## config.mk

```make
export PLATFORM = sky130hd
export DESIGN_NAME = box_arbiter
export DESIGN_NICKNAME = d
export VERILOG_FILES = /design/src/rtl/box_arbiter_pkg.sv /design/src/rtl/box_area_check.sv /design/src/rtl/box_arbiter.sv
export SDC_FILE = /design/constraint.sdc
export NUM_CORES = 1
export LEC_CHECK = 0
export CAP_MARGIN = 10
export CORE_MARGIN = 2
export CORE_UTILIZATION = 28
export CTS_BUF_LIST = sky130_fd_sc_hd__clkbuf_4
export CTS_CLUSTER_DIAMETER = 80
export DETAILED_ROUTE_END_ITERATION = 16
export GPL_TIMING_DRIVEN = 1
export PLACE_DENSITY = 0.51
export SLEW_MARGIN = 30
export SYNTH_ARGS = -nofsm -noshare
export SYNTH_HDL_FRONTEND = slang
export SYNTH_SLANG_ARGS = --single-unit
```

## constraint.sdc

```tcl
create_clock -name pixelclk -period 11.7 [get_ports pixelclk]
set_clock_uncertainty 0.05 [all_clocks]
set_input_delay 2.34 -clock pixelclk [delete_from_list [all_inputs] [get_ports pixelclk]]
set_output_delay 2.34 -clock pixelclk [all_outputs]
set_load 0.01 [all_outputs]
```

## src/rtl/box_arbiter_pkg.sv

```systemverilog
`default_nettype none
// ============================================================================
// box_arbiter_pkg : shared encodings for the per-frame colour box arbiter
// Revision 1.0
// ============================================================================
package box_arbiter_pkg;

    typedef enum logic [1:0] {
        CLS_NONE = 2'd0,
        CLS_R    = 2'd1,
        CLS_G    = 2'd2,
        CLS_B    = 2'd3
    } cls_e;

    typedef enum logic [2:0] {
        ST_IDLE   = 3'd0,
        ST_CALC_R = 3'd1,
        ST_CALC_G = 3'd2,
        ST_CALC_B = 3'd3,
        ST_DECIDE = 3'd4,
        ST_COMMIT = 3'd5
    } state_e;

    localparam logic [23:0] c_rgb_red  = 24'hff0000;
    localparam logic [23:0] c_rgb_grn  = 24'h00ff00;
    localparam logic [23:0] c_rgb_blu  = 24'h0000ff;
    localparam logic [23:0] c_rgb_none = 24'h000000;

    // Box bus is packed {hl, hr, vl, vr}
    localparam int c_field_w = 12;
    localparam int c_hl_lsb  = 36;
    localparam int c_hr_lsb  = 24;
    localparam int c_vl_lsb  = 12;
    localparam int c_vr_lsb  = 0;

    function automatic logic [23:0] label_colour(input cls_e cls);
        case (cls)
            CLS_R:   return c_rgb_red;
            CLS_G:   return c_rgb_grn;
            CLS_B:   return c_rgb_blu;
            default: return c_rgb_none;
        endcase
    endfunction

endpackage
`default_nettype wire

```

## src/rtl/box_area_check.sv

```systemverilog
`default_nettype none
// ============================================================================
// box_area_check : combinational validity test and area of one detector box
// Revision 1.0
// ============================================================================
module box_area_check
    import box_arbiter_pkg::*;
#(
    parameter int MIN_AREA = 400
) (
    input  logic [47:0] i_box,
    input  logic        i_flag,
    output logic        o_valid,
    output logic [23:0] o_area
);

    localparam logic [23:0] c_min_area = 24'(MIN_AREA);

    logic [11:0] w_hl, w_hr, w_vl, w_vr;
    logic [11:0] w_dh, w_dv;
    logic [23:0] w_area;
    logic        w_ok;

    always_comb begin
        w_hl = i_box[c_hl_lsb +: c_field_w];
        w_hr = i_box[c_hr_lsb +: c_field_w];
        w_vl = i_box[c_vl_lsb +: c_field_w];
        w_vr = i_box[c_vr_lsb +: c_field_w];
        w_dh = w_hr - w_hl;
        w_dv = w_vr - w_vl;
        // 12x12 product always fits in 24 bits
        w_area  = {12'd0, w_dh} * {12'd0, w_dv};
        w_ok    = i_flag && (w_hr > w_hl) && (w_vr > w_vl) && (w_area >= c_min_area);
        o_valid = w_ok;
        o_area  = w_ok ? w_area : 24'd0;
    end

endmodule
`default_nettype wire

```

## src/rtl/box_arbiter.sv

```systemverilog
`default_nettype none
// ============================================================================
// box_arbiter : picks which colour detector box the overlay draws each frame
// Revision 1.0
// ============================================================================
module box_arbiter
    import box_arbiter_pkg::*;
#(
    parameter int FRAME_HOLD  = 3,
    parameter int MIN_AREA    = 400,
    parameter int LOST_FRAMES = 8
) (
    input  logic        pixelclk,
    input  logic        reset_n,
    input  logic        i_vsync,
    input  logic        r_box_valid,
    input  logic [47:0] r_box,
    input  logic        g_box_valid,
    input  logic [47:0] g_box,
    input  logic        b_box_valid,
    input  logic [47:0] b_box,
    output logic [11:0] hcount_l,
    output logic [11:0] hcount_r,
    output logic [11:0] vcount_l,
    output logic [11:0] vcount_r,
    output logic        red_en,
    output logic        grenn_en,
    output logic        blue_en,
    output logic [23:0] r_t,
    output logic        busy
);

    localparam logic [3:0] c_hold = 4'(FRAME_HOLD);
    localparam logic [7:0] c_lost = 8'(LOST_FRAMES);

    state_e           state_q, state_d;
    logic             vsync_q, vsync_d;
    logic [2:0][47:0] cand_q, cand_d, snap_q, snap_d;
    logic [2:0]       flag_q, flag_d, snap_flag_q, snap_flag_d;
    logic [2:0]       valid_q, valid_d;
    logic [2:0][23:0] area_q, area_d;
    cls_e             winner_q, winner_d, pending_q, pending_d, disp_q, disp_d;
    logic [3:0]       stable_q, stable_d;
    logic [7:0]       lost_q, lost_d;
    logic [47:0]      disp_box_q, disp_box_d;

    logic        w_start;
    logic [47:0] w_chk_box, w_win_box;
    logic        w_chk_flag, w_chk_valid;
    logic [23:0] w_chk_area, w_best_area;
    cls_e        w_best;
    logic [3:0]  w_stable_next;
    logic [7:0]  w_lost_next;

    // One checker shared across the three CALC states
    always_comb begin
        w_chk_box  = snap_q[0];
        w_chk_flag = snap_flag_q[0];
        case (state_q)
            ST_CALC_G: begin w_chk_box = snap_q[1]; w_chk_flag = snap_flag_q[1]; end
            ST_CALC_B: begin w_chk_box = snap_q[2]; w_chk_flag = snap_flag_q[2]; end
            default:   begin end
        endcase
    end

    box_area_check #(
        .MIN_AREA (MIN_AREA)
    ) u_area_check (
        .i_box   (w_chk_box),
        .i_flag  (w_chk_flag),
        .o_valid (w_chk_valid),
        .o_area  (w_chk_area)
    );

    // Strict '>' gives ties to the earlier channel, i.e. R > G > B
    always_comb begin
        w_best      = CLS_NONE;
        w_best_area = 24'd0;
        if (valid_q[0]) begin
            w_best      = CLS_R;
            w_best_area = area_q[0];
        end
        if (valid_q[1] && (area_q[1] > w_best_area)) begin
            w_best      = CLS_G;
            w_best_area = area_q[1];
        end
        if (valid_q[2] && (area_q[2] > w_best_area)) begin
            w_best      = CLS_B;
            w_best_area = area_q[2];
        end
    end

    always_comb begin
        case (winner_q)
            CLS_G:   w_win_box = snap_q[1];
            CLS_B:   w_win_box = snap_q[2];
            default: w_win_box = snap_q[0];
        endcase
        if (winner_q == pending_q) begin
            w_stable_next = (stable_q == c_hold) ? stable_q : stable_q + 4'd1;
        end else begin
            w_stable_next = 4'd1;
        end
        w_lost_next = (lost_q == c_lost) ? lost_q : lost_q + 8'd1;
    end

    assign w_start = i_vsync && !vsync_q && (state_q == ST_IDLE);

    always_comb begin
        state_d     = state_q;
        vsync_d     = i_vsync;
        cand_d      = cand_q;
        flag_d      = flag_q;
        snap_d      = snap_q;
        snap_flag_d = snap_flag_q;
        valid_d     = valid_q;
        area_d      = area_q;
        winner_d    = winner_q;
        pending_d   = pending_q;
        disp_d      = disp_q;
        stable_d    = stable_q;
        lost_d      = lost_q;
        disp_box_d  = disp_box_q;

        if (w_start) begin
            snap_d      = cand_q;
            snap_flag_d = flag_q;
            flag_d      = 3'b000;
        end
        // Pulses land after the frame-edge clear, so they belong to the new frame
        if (r_box_valid) begin cand_d[0] = r_box; flag_d[0] = 1'b1; end
        if (g_box_valid) begin cand_d[1] = g_box; flag_d[1] = 1'b1; end
        if (b_box_valid) begin cand_d[2] = b_box; flag_d[2] = 1'b1; end

        case (state_q)
            ST_IDLE: begin
                if (w_start) state_d = ST_CALC_R;
            end
            ST_CALC_R: begin
                valid_d[0] = w_chk_valid;
                area_d[0]  = w_chk_area;
                state_d    = ST_CALC_G;
            end
            ST_CALC_G: begin
                valid_d[1] = w_chk_valid;
                area_d[1]  = w_chk_area;
                state_d    = ST_CALC_B;
            end
            ST_CALC_B: begin
                valid_d[2] = w_chk_valid;
                area_d[2]  = w_chk_area;
                state_d    = ST_DECIDE;
            end
            ST_DECIDE: begin
                winner_d = w_best;
                state_d  = ST_COMMIT;
            end
            ST_COMMIT: begin
                pending_d = winner_q;
                stable_d  = w_stable_next;
                if (winner_q != CLS_NONE) begin
                    lost_d = 8'd0;
                    if (winner_q == disp_q) begin
                        disp_box_d = w_win_box;
                    end else if (w_stable_next == c_hold) begin
                        disp_d     = winner_q;
                        disp_box_d = w_win_box;
                    end
                end else begin
                    lost_d = w_lost_next;
                    if (w_lost_next == c_lost) begin
                        disp_d     = CLS_NONE;
                        disp_box_d = 48'd0;
                    end
                end
                state_d = ST_IDLE;
            end
            default: state_d = ST_IDLE;
        endcase
    end

    always_ff @(posedge pixelclk or negedge reset_n) begin
        if (!reset_n) begin
            state_q     <= ST_IDLE;
            vsync_q     <= 1'b0;
            cand_q      <= '0;
            flag_q      <= 3'b000;
            snap_q      <= '0;
            snap_flag_q <= 3'b000;
            valid_q     <= 3'b000;
            area_q      <= '0;
            winner_q    <= CLS_NONE;
            pending_q   <= CLS_NONE;
            disp_q      <= CLS_NONE;
            stable_q    <= 4'd0;
            lost_q      <= 8'd0;
            disp_box_q  <= 48'd0;
        end else begin
            state_q     <= state_d;
            vsync_q     <= vsync_d;
            cand_q      <= cand_d;
            flag_q      <= flag_d;
            snap_q      <= snap_d;
            snap_flag_q <= snap_flag_d;
            valid_q     <= valid_d;
            area_q      <= area_d;
            winner_q    <= winner_d;
            pending_q   <= pending_d;
            disp_q      <= disp_d;
            stable_q    <= stable_d;
            lost_q      <= lost_d;
            disp_box_q  <= disp_box_d;
        end
    end

    assign hcount_l = disp_box_q[c_hl_lsb +: c_field_w];
    assign hcount_r = disp_box_q[c_hr_lsb +: c_field_w];
    assign vcount_l = disp_box_q[c_vl_lsb +: c_field_w];
    assign vcount_r = disp_box_q[c_vr_lsb +: c_field_w];
    assign red_en   = (disp_q == CLS_R);
    assign grenn_en = (disp_q == CLS_G);
    assign blue_en  = (disp_q == CLS_B);
    assign r_t      = label_colour(disp_q);
    assign busy     = (state_q != ST_IDLE);

endmodule
`default_nettype wire

```

# --- Word-level counts from Yosys, hierarchy flattened ---
# Index checks and enable logic that the tools add are counted.
op_classes:
  eq_ne: 20
  n_reduce_logical: 17
  add_sub_neg: 4
  n_mux: 28
  order_cmp: 5
  multipliers: 1
op_table:
  columns: ["cell", "count"]
  rows:
  - ["$mux W48", 4]
  - ["$pmux W48 S2", 2]
  - ["$mux W24", 3]
  - ["$pmux W24 S3", 1]
  - ["$gt A24 B24 Y1", 2]
  - ["$ge A24 B9 Y1 const B", 1]
  - ["$gt A12 B12 Y1", 2]
  - ["$mul A12 B12 Y24", 1]
  - ["$sub A12 B12 Y12", 2]
  - ["$eq A8 B4 Y1 const B", 2]
  - ["$mux W8", 2]
  - ["$pmux W3 S5", 1]
  - ["$mux W2", 6]
  - ["$reduce_bool A2 Y1", 5]
  - ["$add A8 B1 Y8 const B", 1]
  - ["$eq A2 B2 Y1 const B", 4]
  - ["$eq A4 B2 Y1 const B", 2]
  - ["$mux W4", 2]
  - ["$logic_and A1 B1 Y1", 7]
  - ["$eq A3 B2 Y1 const B", 2]
  - ["$eq A3 B3 Y1 const B", 2]
  - ["$mux W3", 2]
  - ["$add A4 B1 Y4 const B", 1]
  - ["$eq A2 B2 Y1", 2]
  - ["other kinds (12)", 16]
word_totals:
  reg_bits: 439

# --- Logic depth before layout (Yosys ltp) ---
# Gate-level depths: netlist of run 1.
logic_depth:
  word_depth: 7
  mapped_depth: 37

# --- By module ---
# From an unflattened synthesis of run 1, not the netlist that was laid out.
hier_totals:
  hier_cells: 2352
  area_unflattened_um2: 26499.2
modules_own_cells:
  columns: ["module", "area_per_inst_um2", "instances", "cells_per_inst"]
  rows:
  - ["box_arbiter", 20342.0, 1, 1572]
  - ["box_area_check", 6157.2, 1, 780]

# --- Worst setup path after synthesis of run 1 ---
# OpenSTA, ideal clock, no wires.
synth_timing:
  path_type: "flip-flop to flip-flop"
  startpoint: "register state_q[1]"
  endpoint: "register area_q[0] (netlist name)"
  setup_ns: 0.143
  synth_period_minus_slack_ns: 8.607
  required_time_ns: 11.507
  path_buffers: 7
  path_slack_ns: 3.093
  t_arrival_ns: 8.414
  stages_incl_launch_ff: 37
  path_cell_list: "dfrtp_1 clkbuf_1 nand2b_1 clkbuf_1 clkbuf_1 clkbuf_1 nand2_1 o21ai_0 ha_1 a21o_1 a21o_1 a21o_1 a31o_2 a311oi_1 o21ba_2 clkbuf_1 nor3_1 fa_1 inv_1 fa_1 inv_1 fa_1 fa_1 inv_1 fa_1 inv_1 ha_1 clkbuf_1 and4_1 nand2_1 o221ai_2 a211oi_1 xor2_1 nand2_2 nor4_4 buf_6 o41ai_2"
synth_between:
  elab_chain_cells: 7
  elab_cells_between_ends: 15
synth_rtl:
  columns: ["item", "line", "rtl"]
  rows:
  - ["start, declared", "box_arbiter.sv:36", "state_e state_q, state_d;"]
  - ["start signal, assigned", "box_arbiter.sv:199", "state_q <= state_d;"]
  - ["$eq A3 B2 Y1", "box_arbiter.sv:59", "case (state_q)"]
  - ["$pmux W48 S2", "box_arbiter.sv:59", null]
  - ["$sub A12 B12 Y12, or another cell as far along", "box_area_check.sv:29", "w_dh = w_hr - w_hl;"]
  - ["$mul A12 B12 Y24 or $logic_and A1 B1 Y1 (tied branches)", "box_area_check.sv:32, box_area_check.sv:33", null]
  - ["$ge A24 B9 Y1 or $logic_and A1 B1 Y1 (tied branches)", "box_area_check.sv:33", "w_ok = i_flag && (w_hr > w_hl) && (w_vr > w_vl) && (w_area >= c_min_area);"]
  - ["$logic_and A1 B1 Y1", "box_area_check.sv:33", null]
  - ["$mux W24", "box_area_check.sv:35", "o_area = w_ok ? w_area : 24'd0;"]
  - ["end signal, assigned", "box_arbiter.sv:206", "area_q <= area_d;"]
  - ["end, declared", "box_arbiter.sv:41", "logic [2:0][23:0] area_q, area_d;"]
# Parallel ways exist; a longest one is shown, timed or not.
# A chain may end at the register's enable or synchronous reset.

# --- Worst setup path after layout of run 1 ---
layout_timing:
  startpoint: "register state_q[0]"
  endpoint: "register area_q[27] (netlist name)"
layout_between:
  elab_chain_cells: 7
  elab_cells_between_ends: 14
layout_rtl:
  columns: ["item", "line"]
  rows:
  - ["$eq A3 B2 Y1 (on tied branches)", "box_arbiter.sv:59, box_arbiter.sv:135"]
  - ["$pmux W48 S2", "box_arbiter.sv:59"]
  - ["$sub A12 B12 Y12, or another cell as far along", "box_area_check.sv:29"]
  - ["$mul A12 B12 Y24 or $logic_and A1 B1 Y1 (tied branches)", "box_area_check.sv:32, box_area_check.sv:33"]
  - ["$ge A24 B9 Y1 or $logic_and A1 B1 Y1 (tied branches)", "box_area_check.sv:33"]
  - ["$logic_and A1 B1 Y1", "box_area_check.sv:33"]
  - ["$mux W24", "box_area_check.sv:35"]
# Parallel ways exist; a longest one is shown, timed or not.

==> out/metrics.yaml, run 1 <==
run_status:
  status: "finished clean"
worst_setup_path:
  crit_family: "adder cells"
  start_kind: "register"
  r2r_setup_slack_ns: 2.14
  cp.required_ns: 12.38
  crit_path_max_fanout: 40
  cp_common_cell: "fa_1"
  crit_path_end_kind: "register"
  crit_type: "reg2reg"
  cp_slowest_cell: "dfrtp_4"
  critical_path.max_stage_delay_ns: 0.90
  crit_buf_inv: 5
  crit_arrival_ns: 10.24
floorplanning:
  core_sq_um: 93600
  die_h_um: 312
  ios: 226
  initial_utilization: 0.284
  die-area_sq_um: 97300
  num_rows: 112
  die_x_um: 312
grt:
  grt.overflow.total: 0
  gr-max-usage-layer: "met2"
  grt_max_degree: 125
  met2_usage: 0.250
  met1_usage: 0.218
  antenna_found_initial: 9
  grtUsageMet3: 0.0343
  grt_pass1_wl_um: 120000
  grt_pass1_vias: 20200
  gr-usage-all-layers: 0.158
timing:
  slew_violations: 0
  maxSlewHeadroom: 0.324
  fin_crit_sh: 0.817
  tightest_slew_ns: 1.01
  setup_tns_ns: 0
  max_freq_ghz: 0.105
  setup_viol: 0
  period_needed_ns: 9.56
  grt_setup_unrepaired: "false"
  finalHoldViolCount: 0
flow_run:
  drv_cap: 0
yosys:
  synthDistinctLibCells: 82
  syn_area_per_cell_sq_um: 10.8
  ys_ff_latch: 439
  ys_warn_count: 0
  postSynth.asyncResetShare: 1.00
  synthCells: 2454
  synthFlopType: "dfrtp_1"
  syn-cell-area_sq_um: 26500
  yosysSeqAreaShare: 0.414
  synth.net_count: 2843
  synth_edf_count: 0
detailed_routing:
  drt-wirelength-per-cell_um: 19.3
  drt-initial-drc-count: 1089
  vias: 19200
  routed_wl_um: 77200
  antenna_left: 0
  via_per_inst: 4.80
  dr.pass1.iters: 5
  drc_errors: 0
clock_tree:
  cts_buffers: 117
  cts_sinks: 439
  clkTransAtPathRegs_ns: 0.08
  post_cts_buffers: 0
  clk_latency_ns: 0.92
  ctsHoldBuffers: 0
  cts_max_level: 3
  cts_tree: "yes"
  cts_resized: 0
  cts_buffer_depth: 3
  root_buffer: "clkbuf_4"
placed_design:
  portBuffers: 225
  routabilityCongestion: 0.861
  hpwlAfterDp_um: 55800
final_layout:
  area_delta_synth_final_pct: 18.5
  finalNetCount: 3061
  drive_above_1_share: 0.227
min_path:
  hp-class: "reg2reg"
==> worst reg2reg max path, delay by kind of cell, from the launching register on <==
kind	cells	cell delay (ns)
fa+ha+maj	8	3.32
flops	1	0.90
compound gates	7	1.38
xor+xnor	2	0.98
simple gates	8	1.42
mux	1	0.25
buf+inv	5	1.11
==> layout by cell type, fill, tap and decap left out, types with 11 or more instances in the layout <==
master / count
or3_1: 13
ha_1: 137
and2_1: 11
nor2_1: 108
nand3_1: 17
a31oi_1: 25
nor2b_1: 14
a21oi_1: 64
xor2_1: 20
nand2_1: 277
dfrtp_1: 435
clkbuf_4: 168
clkinv_1: 20
clkdlybuf4s50_1: 221
mux2i_1: 51
buf_4: 27
o21ai_1: 54
nor3_1: 19
o41ai_2: 19
a22oi_1: 49
o31ai_1: 32
a21o_1: 40
nand4_1: 14
nor3b_1: 11
or2_2: 11
xnor2_1: 24
o21ai_0: 74
nand2b_1: 22
inv_1: 182
fa_1: 102
mux2_2: 342
==> area by class of cell <==
cell class              count  area, sq um
repair buffers            259         2560
clock buffers             168         1260
well taps                1254         1570
clock inverters            29          140
inverters                 183          687
diodes                      2         5.00
flip-flops and latches    439        11000
multi-input cells        1672        14200
fillers                  9594        62100
==> stage by stage <==
| step | hold slack (ns) | instances | setup slack, ns | cell area, sq um | util |
|---|---|---|---|---|---|
| global placement | 0.405 | 3803 | 2.17 | 29900 | 0.320 |
| finish | 0.415 | 4006 | 2.14 | 31500 | 0.336 |
| CTS | 0.422 | 4003 | 2.11 | 31400 | 0.335 |
| floorplan | 0.390 | 2454 | 3.09 | 26500 | - |
| detailed placement | 0.412 | 3806 | 2.12 | 30000 | 0.320 |
| global route | 0.461 | 4006 | 1.42 | 31500 | 0.336 |
==> cell families (layout without fill, tap and decap cells) <==
group,after synthesis,count (layout),synth area share
compound gates,436,436,0.115
xor+xnor,50,50,0.0171
fa+ha+maj,239,239,0.142
buf+inv,343,639,0.0530
flops,439,439,0.414
mux,393,393,0.164
other cells,0,2,0
simple gates,554,554,0.0955
==> routing by layer <==
metal  vias up  share of wire
met5         -        0.00016
met4         2          0.020
met3       124          0.056
met2       543           0.46
met1      9578           0.47
li1       8991              -
==> registers in the layout, summed over array words and instances (netlist names) <==
name,cells
snap_flag_q,3
flag_q,3
disp_box_q,48
snap_q,144
stable_q,4
area_q,72
disp_q,2
winner_q,2
pending_q,2
state_q,3
cand_q,144
vsync_q,1
lost_q,8
valid_q,3
==> cell usage after synthesis, drive strengths merged (9+ instances only) <==
library cell / instances / area (sq um)
or2: 11 / 68.8
nor3: 19 / 95.1
a211oi: 9 / 77.6
a22oi: 49 / 368
nor3b: 11 / 82.6
dfrtp: 439 / 11000
ha: 137 / 1710
fa: 102 / 2040
a21oi: 65 / 337
mux2i: 51 / 510
xor2: 22 / 208
o21ai: 128 / 641
clkbuf: 106 / 398
nand4: 15 / 100
o21a: 11 / 85.1
nor2: 108 / 405
or3: 13 / 81.3
buf: 54 / 323
inv: 183 / 687
o41ai: 28 / 388
xnor2: 28 / 245
nand2b: 24 / 150
and2: 11 / 68.8
a31oi: 25 / 156
nor2b: 15 / 93.8
nand2: 278 / 1050
a21o: 41 / 309
mux2: 342 / 3850
o31ai: 32 / 240
nand3: 18 / 95.1
==> worst paths after layout <==
path	endpoint	depth (start not counted)	from
hold reg to reg	snap_q[132]$_DFFE_PN0P_	1	cand_q[132]$_DFFE_PN0P_
setup / recovery	area_q[27]$_DFFE_PN0N_	31	state_q[0]$_DFFE_PN0P_
min in group asynchronous	snap_q[20]$_DFFE_PN0P_	1	reset_n
hold / removal	snap_q[132]$_DFFE_PN0P_	1	cand_q[132]$_DFFE_PN0P_
max in group asynchronous	cand_q[141]$_DFFE_PN0P_	4	reset_n
setup reg to reg	area_q[27]$_DFFE_PN0N_	31	state_q[0]$_DFFE_PN0P_
Power of run 1 is left out: the tool's default activity adds up to more than one toggle a clock period on the data nets, which glitch-free logic cannot reach.
==> run 2: changes to the inputs <==
clock period = 9.2 ns   (was 11.7 ns; I/O delays follow)
==> run 2 against run 1 <==
Net effect: sequential cell count unchanged; wire length rose by 2.0%; design area increased by 1.2%; register-to-register slack got worse by 1.7 ns; count of clock-buffer cells in the layout increased by 13; cell count is 1.0% higher; fmax increased by 9.3%; hold slack better by 0.0047 ns; die area unchanged; critical endpoint is now area_q[24]$_DFFE_PN0N_.
==> out/metrics.yaml, run 2 (synthesized netlist as in run 1, its figures left out) <==
run_status:
  status: "finished clean"
clock_tree:
  clk_latency_ns: 0.94
  cts_buffer_depth: 3
  cts_max_level: 3
  cts_sinks: 439
  root_buffer: "clkbuf_4"
  cts_buffers: 119
  clkTransAtPathRegs_ns: 0.06
  cts_tree: "yes"
timing:
  setup_tns_ns: 0
  period_needed_ns: 8.75
  slew_violations: 0
  maxSlewHeadroom: 0.323
  fin_crit_sh: 0.951
  max_freq_ghz: 0.114
  whs_ns: 0.419
  finalHoldViolCount: 0
  tightest_slew_ns: 1.01
  setup_viol: 0
detailed_routing:
  dr.pass1.iters: 5
  via_per_inst: 4.81
  routed_wl_um: 78700
  drt-wirelength-per-cell_um: 19.4
  drc_errors: 0
  drt-initial-drc-count: 1055
  antenna_left: 0
  vias: 19500
final_layout:
  layout_common_cells: "dfrtp_1 (434), mux2_2 (342), nand2_1 (277)"
  instances_no_fill: 4048
  finalNetCount: 3098
  area_delta_synth_final_pct: 20.0
  largestRegisters: "cand_q (144), snap_q (144), area_q (72)"
  design_area_sq_um: 31900
  drive_above_1_share: 0.241
  final_common_cell: "dfrtp_1"
grt:
  grt_pass1_wl_um: 123000
  grt_max_degree: 174
  grt.overflow.total: 0
  grt_pass1_vias: 20500
  antenna_found_initial: 2
  gr-usage-all-layers: 0.162
floorplanning:
  core_sq_um: 93600
  ios: 226
  die_h_um: 312
  die-area_sq_um: 97300
  die_x_um: 312
  initial_utilization: 0.284
  num_rows: 112
placed_design:
  place_inst: 3827
  place_area_sq_um: 30200
  hpwlAfterDp_um: 56500
  routabilityCongestion: 0.886
  portBuffers: 225
worst_setup_path:
  crit_arrival_ns: 9.42
  cp-startpoint: "state_q[0]$_DFFE_PN0P_"
  timing.rr.start: "state_q[0]$_DFFE_PN0P_"
  crit_type: "reg2reg"
  critical_path.max_stage_delay_ns: 0.55
  crit_path_max_fanout: 30
  cp_slowest_cell: "fa_1"
  crit_path_end_kind: "register"
  cp.required_ns: 9.87
  cp_common_cell: "fa_1"
  start_kind: "register"
flow_run:
  drv_cap: 0
min_path:
  hp-start: "valid_q[2]$_DFFE_PN0N_"
  hp-class: "reg2reg"
==> run 2: cell count changes in the layout (fill, tap and decap cells not counted), moves of 2 or more <==
cell	change
buf_12	+4
buf_4	+34
buf_6	-3
clkbuf_4	+13
clkinv_1	-6
o21ai_0	-5
o21ai_1	+5
xnor2_1	+4
xnor2_2	-4
xor2_1	-2
xor2_2	+2
==> run 2: final timing paths <==
path	to	slack (ns)	cells after the start
max	area_q[24]$_DFFE_PN0N_	0.45	32
min	valid_q[2]$_DFFE_PN0N_	0.42	2
max reg2reg	area_q[24]$_DFFE_PN0N_	0.45	32
min reg2reg	valid_q[2]$_DFFE_PN0N_	0.42	2
max in group asynchronous	winner_q[1]$_DFFE_PN0P_	6.75	3
min in group asynchronous	cand_q[118]$_DFFE_PN0P_	0.85	1
==> run 2: final cells by class <==
cell class	count	area, sq um
Multi-Input combinational cell	1673	14300
Timing Repair Buffer	293	2830
Sequential cell	439	11000
Antenna cell	2	5.00
Clock buffer	181	1360
Tap cell	1254	1570
Fill cell	9609	61800
Clock inverter	23	145
Inverter	183	687
==> run 2: worst max-delay path, delay by kind of cell, from the launching register on <==
kind / cells / cell delay [ns]
xor+xnor: 1 / 0.23
flops: 1 / 0.54
mux: 1 / 0.24
fa+ha+maj: 7 / 3.21
compound gates: 8 / 1.50
buf+inv: 7 / 0.94
simple gates: 8 / 1.79
==> run 2: what timing repair did <==
| item | in CTS | in global routing |
|---|---|---|
| resized for setup | 0 | 12 |
| setup endpoints to repair | 0 | 30 |
| hold buffers | 0 | 0 |
| setup buffers | 0 | 13 |
==> run 2: routing by layer <==
layer,track usage,wire [um],vias to the layer above
li1,-,-,9079
met1,0.223,37100,9819
met2,0.262,36600,490
met3,0.0294,3540,99
met4,0.0420,1420,0
met5,0,0,-
==> run 2: metrics by stage <==
step            util  worst slack, ns
3_5_place_dp   0.322            0.317
5_1_grt        0.340         -0.00279
3_3_place_gp   0.322            0.502
4_1_cts        0.338            0.228
2_1_floorplan      -            0.593
6_report       0.340            0.446
Power of run 2 is left out for the same reason.
==> run 3: changes to the inputs <==
CAP_MARGIN = 5   (was 10)
REMOVE_ABC_BUFFERS = 1   (was default)
==> run 3 against run 2 <==
Net effect: register-to-register slack improved by 0.04 ns; fmax grew 0.42%; global-route usage decreased by 1.2 points; hold slack improved by 0.0015 ns; cell count hardly changed; via count decreased by 1.6%.
==> out/metrics.yaml, run 3 (synthesized netlist as in run 1, its figures left out) <==
placed_design:
  routabilityCongestion: 0.874
  hpwlAfterDp_um: 51900
  portBuffers: 225
floorplanning:
  die-area_sq_um: 97300
  num_rows: 112
  initial_utilization: 0.284
  die_x_um: 312
  die_h_um: 312
  ios: 226
  core_sq_um: 93600
run_status:
  status: "finished clean"
clock_tree:
  clkTransAtPathRegs_ns: 0.07
  cts_max_level: 3
  root_buffer: "clkbuf_4"
  cts_buffer_depth: 3
  cts_tree: "yes"
  cts_buffers: 116
  cts_sinks: 439
  ctsHoldBuffers: 0
  clk_latency_ns: 0.92
timing:
  tightest_slew_ns: 1.14
  maxSlewHeadroom: 0.242
  fin_crit_sh: 0.947
  period_needed_ns: 8.72
  setup_viol: 0
  grt_setup_unrepaired: "false"
  slew_violations: 0
  finalHoldViolCount: 0
  whs_ns: 0.421
  setup_tns_ns: 0
  max_freq_ghz: 0.115
grt:
  grt_pass1_vias: 20900
  grt.overflow.total: 0
  gr-usage-all-layers: 0.150
  grt_max_degree: 158
  grt_pass1_wl_um: 117000
  antenna_found_initial: 2
detailed_routing:
  drc_errors: 0
  dr.pass1.iters: 5
  vias: 19200
  via_per_inst: 4.74
  drt-initial-drc-count: 826
  drt-wirelength-per-cell_um: 17.8
  routed_wl_um: 72200
  antenna_left: 0
worst_setup_path:
  crit_path_max_fanout: 30
  crit_path_end_kind: "register"
  crit_type: "reg2reg"
  crit_arrival_ns: 9.42
  cp_common_cell: "fa_1"
  start_kind: "register"
  critical_path.max_stage_delay_ns: 0.54
  cp.required_ns: 9.90
  cp_slowest_cell: "dfrtp_4"
flow_run:
  drv_cap: 0
final_layout:
  final_common_cell: "dfrtp_1"
  area_delta_synth_final_pct: 19.8
  layout_common_cells: "dfrtp_1 (435), mux2_2 (342), nand2_1 (277)"
  drive_above_1_share: 0.234
  largestRegisters: "cand_q (144), snap_q (144), area_q (72)"
  finalNetCount: 3087
min_path:
  hp-class: "reg2reg"
run 3: what timing repair did:
item	in CTS	in global routing
setup buffers	0	9
endpoints found under the setup margin	0	30
resized for setup	0	15
run 3: worst paths after layout:
check | start | to | slack, ns | cells after the start
min in group asynchronous | reset_n | cand_q[80]$_DFFE_PN0P_ | 0.80 | 1
max reg2reg | state_q[0]$_DFFE_PN0P_ | area_q[30]$_DFFE_PN0N_ | 0.48 | 29
min | flag_q[0]$_DFFE_PN0P_ | flag_q[0]$_DFFE_PN0P_ | 0.42 | 1
min reg2reg | flag_q[0]$_DFFE_PN0P_ | flag_q[0]$_DFFE_PN0P_ | 0.42 | 1
max | state_q[0]$_DFFE_PN0P_ | area_q[30]$_DFFE_PN0N_ | 0.48 | 29
max in group asynchronous | reset_n | winner_q[1]$_DFFE_PN0P_ | 6.83 | 3
run 3: area by class of cell:
class	instances	area (sq um)
clock buffer	159	1190
multi-input combinational	1672	14300
antenna	7	17.5
fill	9574	61800
inverter	183	687
tap	1254	1570
clock inverter	46	238
timing repair buffer	286	2810
sequential	439	11000
run 3: through the flow:
step / setup slack, ns / area [sq um] / instances / utilization
after global placement: 0.414 / 30200 / 3824 / 0.322
after detailed placement: 0.294 / 30200 / 3825 / 0.323
final: 0.483 / 31800 / 4046 / 0.340
after floorplan: -1.28 / 25800 / 2294 / -
after CTS: 0.224 / 31600 / 4030 / 0.338
after global routing: 0.0143 / 31800 / 4046 / 0.340
run 3: critical path, delay by kind of cell (launching register included):
| kind | cells | cell delay, ns |
|---|---|---|
| compound gates | 7 | 1.63 |
| xor+xnor | 1 | 0.26 |
| fa+ha+maj | 7 | 3.38 |
| buf+inv | 7 | 1.12 |
| flops | 1 | 0.54 |
| mux | 1 | 0.23 |
| simple gates | 6 | 1.29 |
run 3: per-layer routing:
metal | wire length, um | vias up | track usage
li1 | - | 9063 | -
met1 | 31500 | 9662 | 0.185
met2 | 36700 | 340 | 0.268
met3 | 2420 | 119 | 0.0238
met4 | 1570 | 0 | 0.0443
met5 | 0 | - | 0
Power of run 3 is left out for the same reason.
